===== src/rtl/cod7a4_scan.sv =====
// Multiplexed 7-segment bus readback: per-digit stability filter, segment-to-code
// decode and frame assembly of NDIG digits into a held output frame.
module cod7a4_scan #(
  parameter int unsigned NDIG    = 4,
  parameter int unsigned ESTABLE = 8
) (
  input  logic              clk,
  input  logic              rst,
  input  logic [6:0]        segmentos,
  input  logic [NDIG-1:0]   anodos,
  output logic [4*NDIG-1:0] digitos,
  output logic [NDIG-1:0]   errores,
  output logic [NDIG-1:0]   blancos,
  output logic              frame_valido,
  output logic              ocupado
);

  localparam int unsigned CntW = $clog2(ESTABLE + 1);
  localparam int unsigned IdxW = (NDIG > 1) ? $clog2(NDIG) : 1;

  localparam logic [CntW-1:0] CntOne  = CntW'(1);
  localparam logic [CntW-1:0] CntLast = CntW'(ESTABLE - 1);
  localparam logic [CntW-1:0] CntMax  = CntW'(ESTABLE);
  localparam logic [NDIG-1:0] AnOne   = {{(NDIG-1){1'b0}}, 1'b1};

  typedef enum logic [1:0] {
    StEspera,
    StContando,
    StCapturado
  } state_e;

  // Input sample S and previous sample P
  logic [6:0]      s_seg_q, p_seg_q;
  logic [NDIG-1:0] s_an_q, p_an_q;

  state_e          state_q, state_d;
  logic [CntW-1:0] cnt_q, cnt_d;

  // Working slots of the frame being assembled
  logic [4*NDIG-1:0] slot_dig_q, slot_dig_d;
  logic [NDIG-1:0]   slot_err_q, slot_err_d;
  logic [NDIG-1:0]   slot_blk_q, slot_blk_d;
  logic [NDIG-1:0]   mask_q, mask_d;

  // Published frame
  logic [4*NDIG-1:0] dig_q, dig_d;
  logic [NDIG-1:0]   err_q, err_d;
  logic [NDIG-1:0]   blk_q, blk_d;
  logic              valido_q;
  logic              ocupado_q;

  logic            s_onehot;
  logic            s_same;
  logic [IdxW-1:0] s_idx;
  logic [3:0]      dec_code;
  logic            dec_err;
  logic            dec_blk;
  logic            capture;
  logic            frame_done;

  // Register the bus every cycle; P trails S by one sample
  always_ff @(posedge clk or posedge rst) begin
    if (rst) begin
      s_seg_q <= '0;
      s_an_q  <= '0;
      p_seg_q <= '0;
      p_an_q  <= '0;
    end else begin
      s_seg_q <= segmentos;
      s_an_q  <= anodos;
      p_seg_q <= s_seg_q;
      p_an_q  <= s_an_q;
    end
  end

  assign s_onehot = (s_an_q != '0) && ((s_an_q & (s_an_q - AnOne)) == '0);
  assign s_same   = (s_seg_q == p_seg_q) && (s_an_q == p_an_q);

  // Binary index of the active anode (only meaningful when one-hot)
  always_comb begin
    s_idx = '0;
    for (int i = 0; i < int'(NDIG); i++) begin
      if (s_an_q[i]) s_idx = IdxW'(i);
    end
  end

  // Segment pattern back to 4-bit code; blank and unknown get reserved codes
  always_comb begin
    dec_code = 4'hE;
    dec_err  = 1'b0;
    dec_blk  = 1'b0;
    case (s_seg_q)
      7'b0011010: dec_code = 4'h0;
      7'b0011011: dec_code = 4'h1;
      7'b1011010: dec_code = 4'h2;
      7'b1100010: dec_code = 4'h3;
      7'b1001001: dec_code = 4'h4;
      7'b0011111: dec_code = 4'h5;
      7'b1110001: dec_code = 4'h6;
      7'b1000111: dec_code = 4'h7;
      7'b1110011: dec_code = 4'h8;
      7'b1111111: dec_code = 4'h9;
      7'b0000000: begin
        dec_code = 4'hF;
        dec_blk  = 1'b1;
      end
      default: begin
        dec_code = 4'hE;
        dec_err  = 1'b1;
      end
    endcase
  end

  // Stability FSM state and counter registers
  always_ff @(posedge clk or posedge rst) begin
    if (rst) begin
      state_q <= StEspera;
      cnt_q   <= '0;
    end else begin
      state_q <= state_d;
      cnt_q   <= cnt_d;
    end
  end

  // Next state: count identical one-hot samples, capture when the count reaches ESTABLE
  always_comb begin
    state_d = state_q;
    cnt_d   = cnt_q;
    capture = 1'b0;
    unique case (state_q)
      StEspera: begin
        if (s_onehot) begin
          state_d = StContando;
          cnt_d   = CntOne;
        end
      end
      StContando: begin
        if (!s_same || !s_onehot) begin
          if (s_onehot) begin
            cnt_d = CntOne;
          end else begin
            state_d = StEspera;
            cnt_d   = '0;
          end
        end else if (cnt_q < CntMax) begin
          cnt_d = cnt_q + CntOne;
          if (cnt_q == CntLast) begin
            capture = 1'b1;
            state_d = StCapturado;
          end
        end
      end
      StCapturado: begin
        // Counter stays saturated until the bus changes
        if (!s_same) begin
          if (s_onehot) begin
            state_d = StContando;
            cnt_d   = CntOne;
          end else begin
            state_d = StEspera;
            cnt_d   = '0;
          end
        end
      end
      default: begin
        state_d = StEspera;
        cnt_d   = '0;
      end
    endcase
  end

  // Slot write, mask update and frame completion (includes the digit captured this edge)
  always_comb begin
    slot_dig_d = slot_dig_q;
    slot_err_d = slot_err_q;
    slot_blk_d = slot_blk_q;
    mask_d     = mask_q;
    dig_d      = dig_q;
    err_d      = err_q;
    blk_d      = blk_q;
    frame_done = 1'b0;
    if (capture) begin
      slot_dig_d[4*s_idx +: 4] = dec_code;
      slot_err_d[s_idx]        = dec_err;
      slot_blk_d[s_idx]        = dec_blk;
      mask_d                   = mask_q | s_an_q;
      if (&mask_d) begin
        frame_done = 1'b1;
        dig_d      = slot_dig_d;
        err_d      = slot_err_d;
        blk_d      = slot_blk_d;
        mask_d     = '0;
      end
    end
  end

  // Working slots, mask and published frame registers
  always_ff @(posedge clk or posedge rst) begin
    if (rst) begin
      slot_dig_q <= '0;
      slot_err_q <= '0;
      slot_blk_q <= '0;
      mask_q     <= '0;
      dig_q      <= '0;
      err_q      <= '0;
      blk_q      <= '0;
      valido_q   <= 1'b0;
      ocupado_q  <= 1'b0;
    end else begin
      slot_dig_q <= slot_dig_d;
      slot_err_q <= slot_err_d;
      slot_blk_q <= slot_blk_d;
      mask_q     <= mask_d;
      dig_q      <= dig_d;
      err_q      <= err_d;
      blk_q      <= blk_d;
      valido_q   <= frame_done;
      ocupado_q  <= (mask_d != '0);
    end
  end

  assign digitos      = dig_q;
  assign errores      = err_q;
  assign blancos      = blk_q;
  assign frame_valido = valido_q;
  assign ocupado      = ocupado_q;

endmodule


===== config.mk =====
export PLATFORM = sky130hd
export DESIGN_NAME = cod7a4_scan
export DESIGN_NICKNAME = d
export VERILOG_FILES = /design/src/rtl/cod7a4_scan.sv
export SDC_FILE = /design/constraint.sdc
export NUM_CORES = 1
export LEC_CHECK = 0
export ABC_AREA = 1
export ABC_CLOCK_PERIOD_IN_PS = 3300
export CAP_MARGIN = 20
export CORE_ASPECT_RATIO = 0.7
export CORE_UTILIZATION = 52
export CTS_CLUSTER_DIAMETER = 80
export CTS_CLUSTER_SIZE = 16
export DETAILED_ROUTE_END_ITERATION = 7
export GPL_ROUTABILITY_DRIVEN = 0
export PLACE_DENSITY = 0.83
export SYNTH_ARGS = -nofsm -noshare
export SYNTH_HDL_FRONTEND = slang
export SYNTH_SLANG_ARGS = --single-unit

===== constraint.sdc =====
create_clock -name clk -period 3.3 [get_ports clk]
set_clock_uncertainty 0.15 [all_clocks]
set_input_delay 0.66 -clock clk [delete_from_list [all_inputs] [get_ports clk]]
set_output_delay 0.66 -clock clk [all_outputs]
set_load 0.05 [all_outputs]

==> impl_metrics.yaml <==
floorplanning:
  core-area_mm2: 0.006975
  die_y_um: 74.11
  rows: 25
  start_util_pct: 55.37
  die_w_um: 105.0
  dieArea_mm2: 0.007782
  ios: 39
timing:
  tns_ns: 0
  final_max_slew_viol_count: 0
  rsz0062_at_grt: "no"
  tightest_slew_ns: 0.5885
  finalSetupViolCount: 0
  final_hold_viol_count: 0
  fmax_mhz: 401.3
  fin_crit_ns: 2.492
  fin_crit_sh_pct: 75.50
  relSlewSlack_pct: 60.72
clocking:
  cts_resized: 0
  post-cts-setup-buffers: 0
  h-tree-depth: 3
  clockBufferDepth: 2
  ctsHoldBuffers: 0
  insertion_delay_ns: 0.37
  path_clk_slew_ns: 0.08
  clock_sinks: 82
  root_buffer: "clkbuf_8"
  cts_buffers: 9
  tritoncts: "yes"
detailed_routing:
  routedWlPerCell_um: 13.83
  vias: 3351
  initialDrtViolationCount: 320
  drc: 0
  drtPass1Iterations: 6
  via_per_inst: 5.319
  wirelength_um: 8716
  antenna_left: 0
worst_setup_path:
  crit_start: "s_seg_q[4]"
  cp_common_cell: "nand2_1"
  cp_top_family: "simple AND/OR/NAND/NOR gates"
  endpoint: "digitos[3]"
  critical_path_depth: 13
  cp_slowest_stage_delay_ns: 0.46
  cpMaxStageDelayCell: "dfrtp_1"
  worstSetupEndpointType: "register"
  crit_type: "register to register"
  reg2reg_slack_ns: 0.81
  arrival_ns: 2.65
  worstPathRequired_ns: 3.46
  reg2regPathDepth: 13
  critPathBufInv: 2
  crit_path_start_kind: "register"
  crit_fanout: 25
  r2r_end: "digitos[3]"
  worstReg2RegStart: "s_seg_q[4]"
  crit_chain: "inv_2, nand2_1, nand2_1, nor2_1, nand2_1, nor2_2, and2_2, nand2_4, nor2_8, nand2_2, inv_2, nand2_1, nand2_1"
finish:
  n_fill_cell: 576
  layout_common_cells: "212 x nand2_1, 82 x dfrtp_1, 41 x nor2_1"
  drive_gt1_share_pct: 6.343
  num_antenna_cells: 0
  final_common_cell: "nand2_1"
  fin_nets: 549
  area_growth_pct: 17.46
pwr:
  sequentialPowerShare_pct: 51.8
  switchingPower_uw: 547.0
  peakVddDrop_mv: 0.3044
  p_comb_share_pct: 10.8
  leakage_nw: 2.365
  clock_power_share_pct: 37.4
  power.density_mw_per_mm2: 447.9
  swShare_pct: 26.92
  p_total_mw: 2.032
  internal_power_mw: 1.485
global_route:
  grt_pass1_wl_um: 14960
  grt_pass1_vias: 3149
  track_usage_pct: 25.29
  grt_overflow: 0
  grt_max_degree: 35
  antenna_found_initial: 0
synth:
  netlist_area_mm2: 0.003862
  synth-seq-cells: 82
  synthDistinctLibCells: 27
  ys_warn_count: 0
  ys_seq_area_share_pct: 53.13
  syn_inst: 490
  synth_area_per_cell_um2: 7.883
  syn_nets: 508
hold_path:
  min_path_type: "register to register"
placed_design:
  port-buffer-count: 38
  dpl.hpwl_um: 6056
outcome:
  run_status: "finished clean"
flow_run:
  cap_violations: 0
-- synth_stat cells --
master | number | area, µm²
nor3_4 | 1 | 16.27
nand3_1 | 24 | 120.1
a21oi_1 | 4 | 20.02
nor2_2 | 3 | 18.77
dfrtp_1 | 82 | 2052
o21bai_1 | 1 | 7.510
nand2_4 | 1 | 11.26
buf_1 | 1 | 3.750
a22oi_1 | 1 | 7.510
nor4_2 | 1 | 12.51
o21ai_1 | 9 | 45.04
nor3_1 | 3 | 15.01
buf_6 | 2 | 22.52
nor2_8 | 1 | 20.02
inv_2 | 4 | 15.01
xnor2_1 | 6 | 52.55
nand4_1 | 10 | 62.56
inv_1 | 40 | 150.1
nor2_1 | 41 | 153.9
nand2_2 | 2 | 12.51
o21ai_0 | 26 | 130.1
o21ai_2 | 1 | 8.760
and2_2 | 1 | 7.510
ha_1 | 5 | 62.56
clkbuf_1 | 1 | 3.750
nand2_1 | 212 | 795.8
buf_2 | 7 | 35.03
-- logic make-up after synthesis --
logic type	Yosys count	share of synthesized area, %
buffers and inverters	55	5.960
adders and majority gates	5	1.620
DFF	82	53.13
AOI/OAI and AO/OA	42	5.669
and+or+nand+nor	300	32.26
xor gates and xnor gates	6	1.361
-- stage by stage --
stage	util (%)	setup slack, ns	std cells	hold WS, ns	area, µm²
final	65.04	0.8084	630	0.3262	4537
after CTS	65.04	0.8620	630	0.3231	4537
after floorplan	-	0.3816	490	0.2636	3862
after detailed placement	62.10	0.8944	614	0.3018	4332
after global placement	62.10	0.9475	614	0.2895	4332
after global routing	65.04	0.6257	630	0.3410	4537
-- final cells by class --
type / count / area (µm²) / area share, %
Timing Repair Buffer: 41 / 415.4 / 9.156
Tap cell: 94 / 117.6 / 2.592
Clock inverter: 4 / 50.05 / 1.103
Clock buffer: 12 / 155.1 / 3.420
Sequential cell: 82 / 2052 / 45.23
Inverter: 44 / 166.4 / 3.668
Multi-Input combinational cell: 353 / 1580 / 34.83
-- power groups by stage --
stage	Clock (mW)	Sequential (mW)	Combinational [mW]
floorplan	0	1.07	0.149
global placement	0	1.07	0.202
detailed placement	0	1.07	0.213
CTS	0.771	1.05	0.215
global route	0.804	1.06	0.247
finish	0.760	1.05	0.219
-- per-layer routing --
metal	global-route usage [%]	share of wire, %
met1	35.41	46
met2	38.85	44
met3	6.661	7.4
met4	8.920	1.9
met5	0	0
-- worst min path at each step --
stage                     from         end  slack, ns  depth (start not counted)
finish              s_seg_q[3]  p_seg_q[3]       0.33                          0
global route        s_seg_q[3]  p_seg_q[3]       0.34                          0
global placement    s_seg_q[5]  p_seg_q[5]       0.29                          0
detailed placement  s_seg_q[3]  p_seg_q[3]       0.30                          0
floorplan           s_seg_q[3]  p_seg_q[3]       0.26                          0
CTS                 s_seg_q[3]  p_seg_q[3]       0.32                          0
-- flip-flops by register name (all words and copies together), names as in the netlist --
name	cells
frame_valido	1
mask_q	4
slot_dig_q	16
blancos	4
s_seg_q	7
errores	4
slot_err_q	4
slot_blk_q	4
s_an_q	4
ocupado	1
cnt_q	4
state_q	2
digitos	16
p_an_q	4
p_seg_q	7
Power figures use the tool's default switching activity.
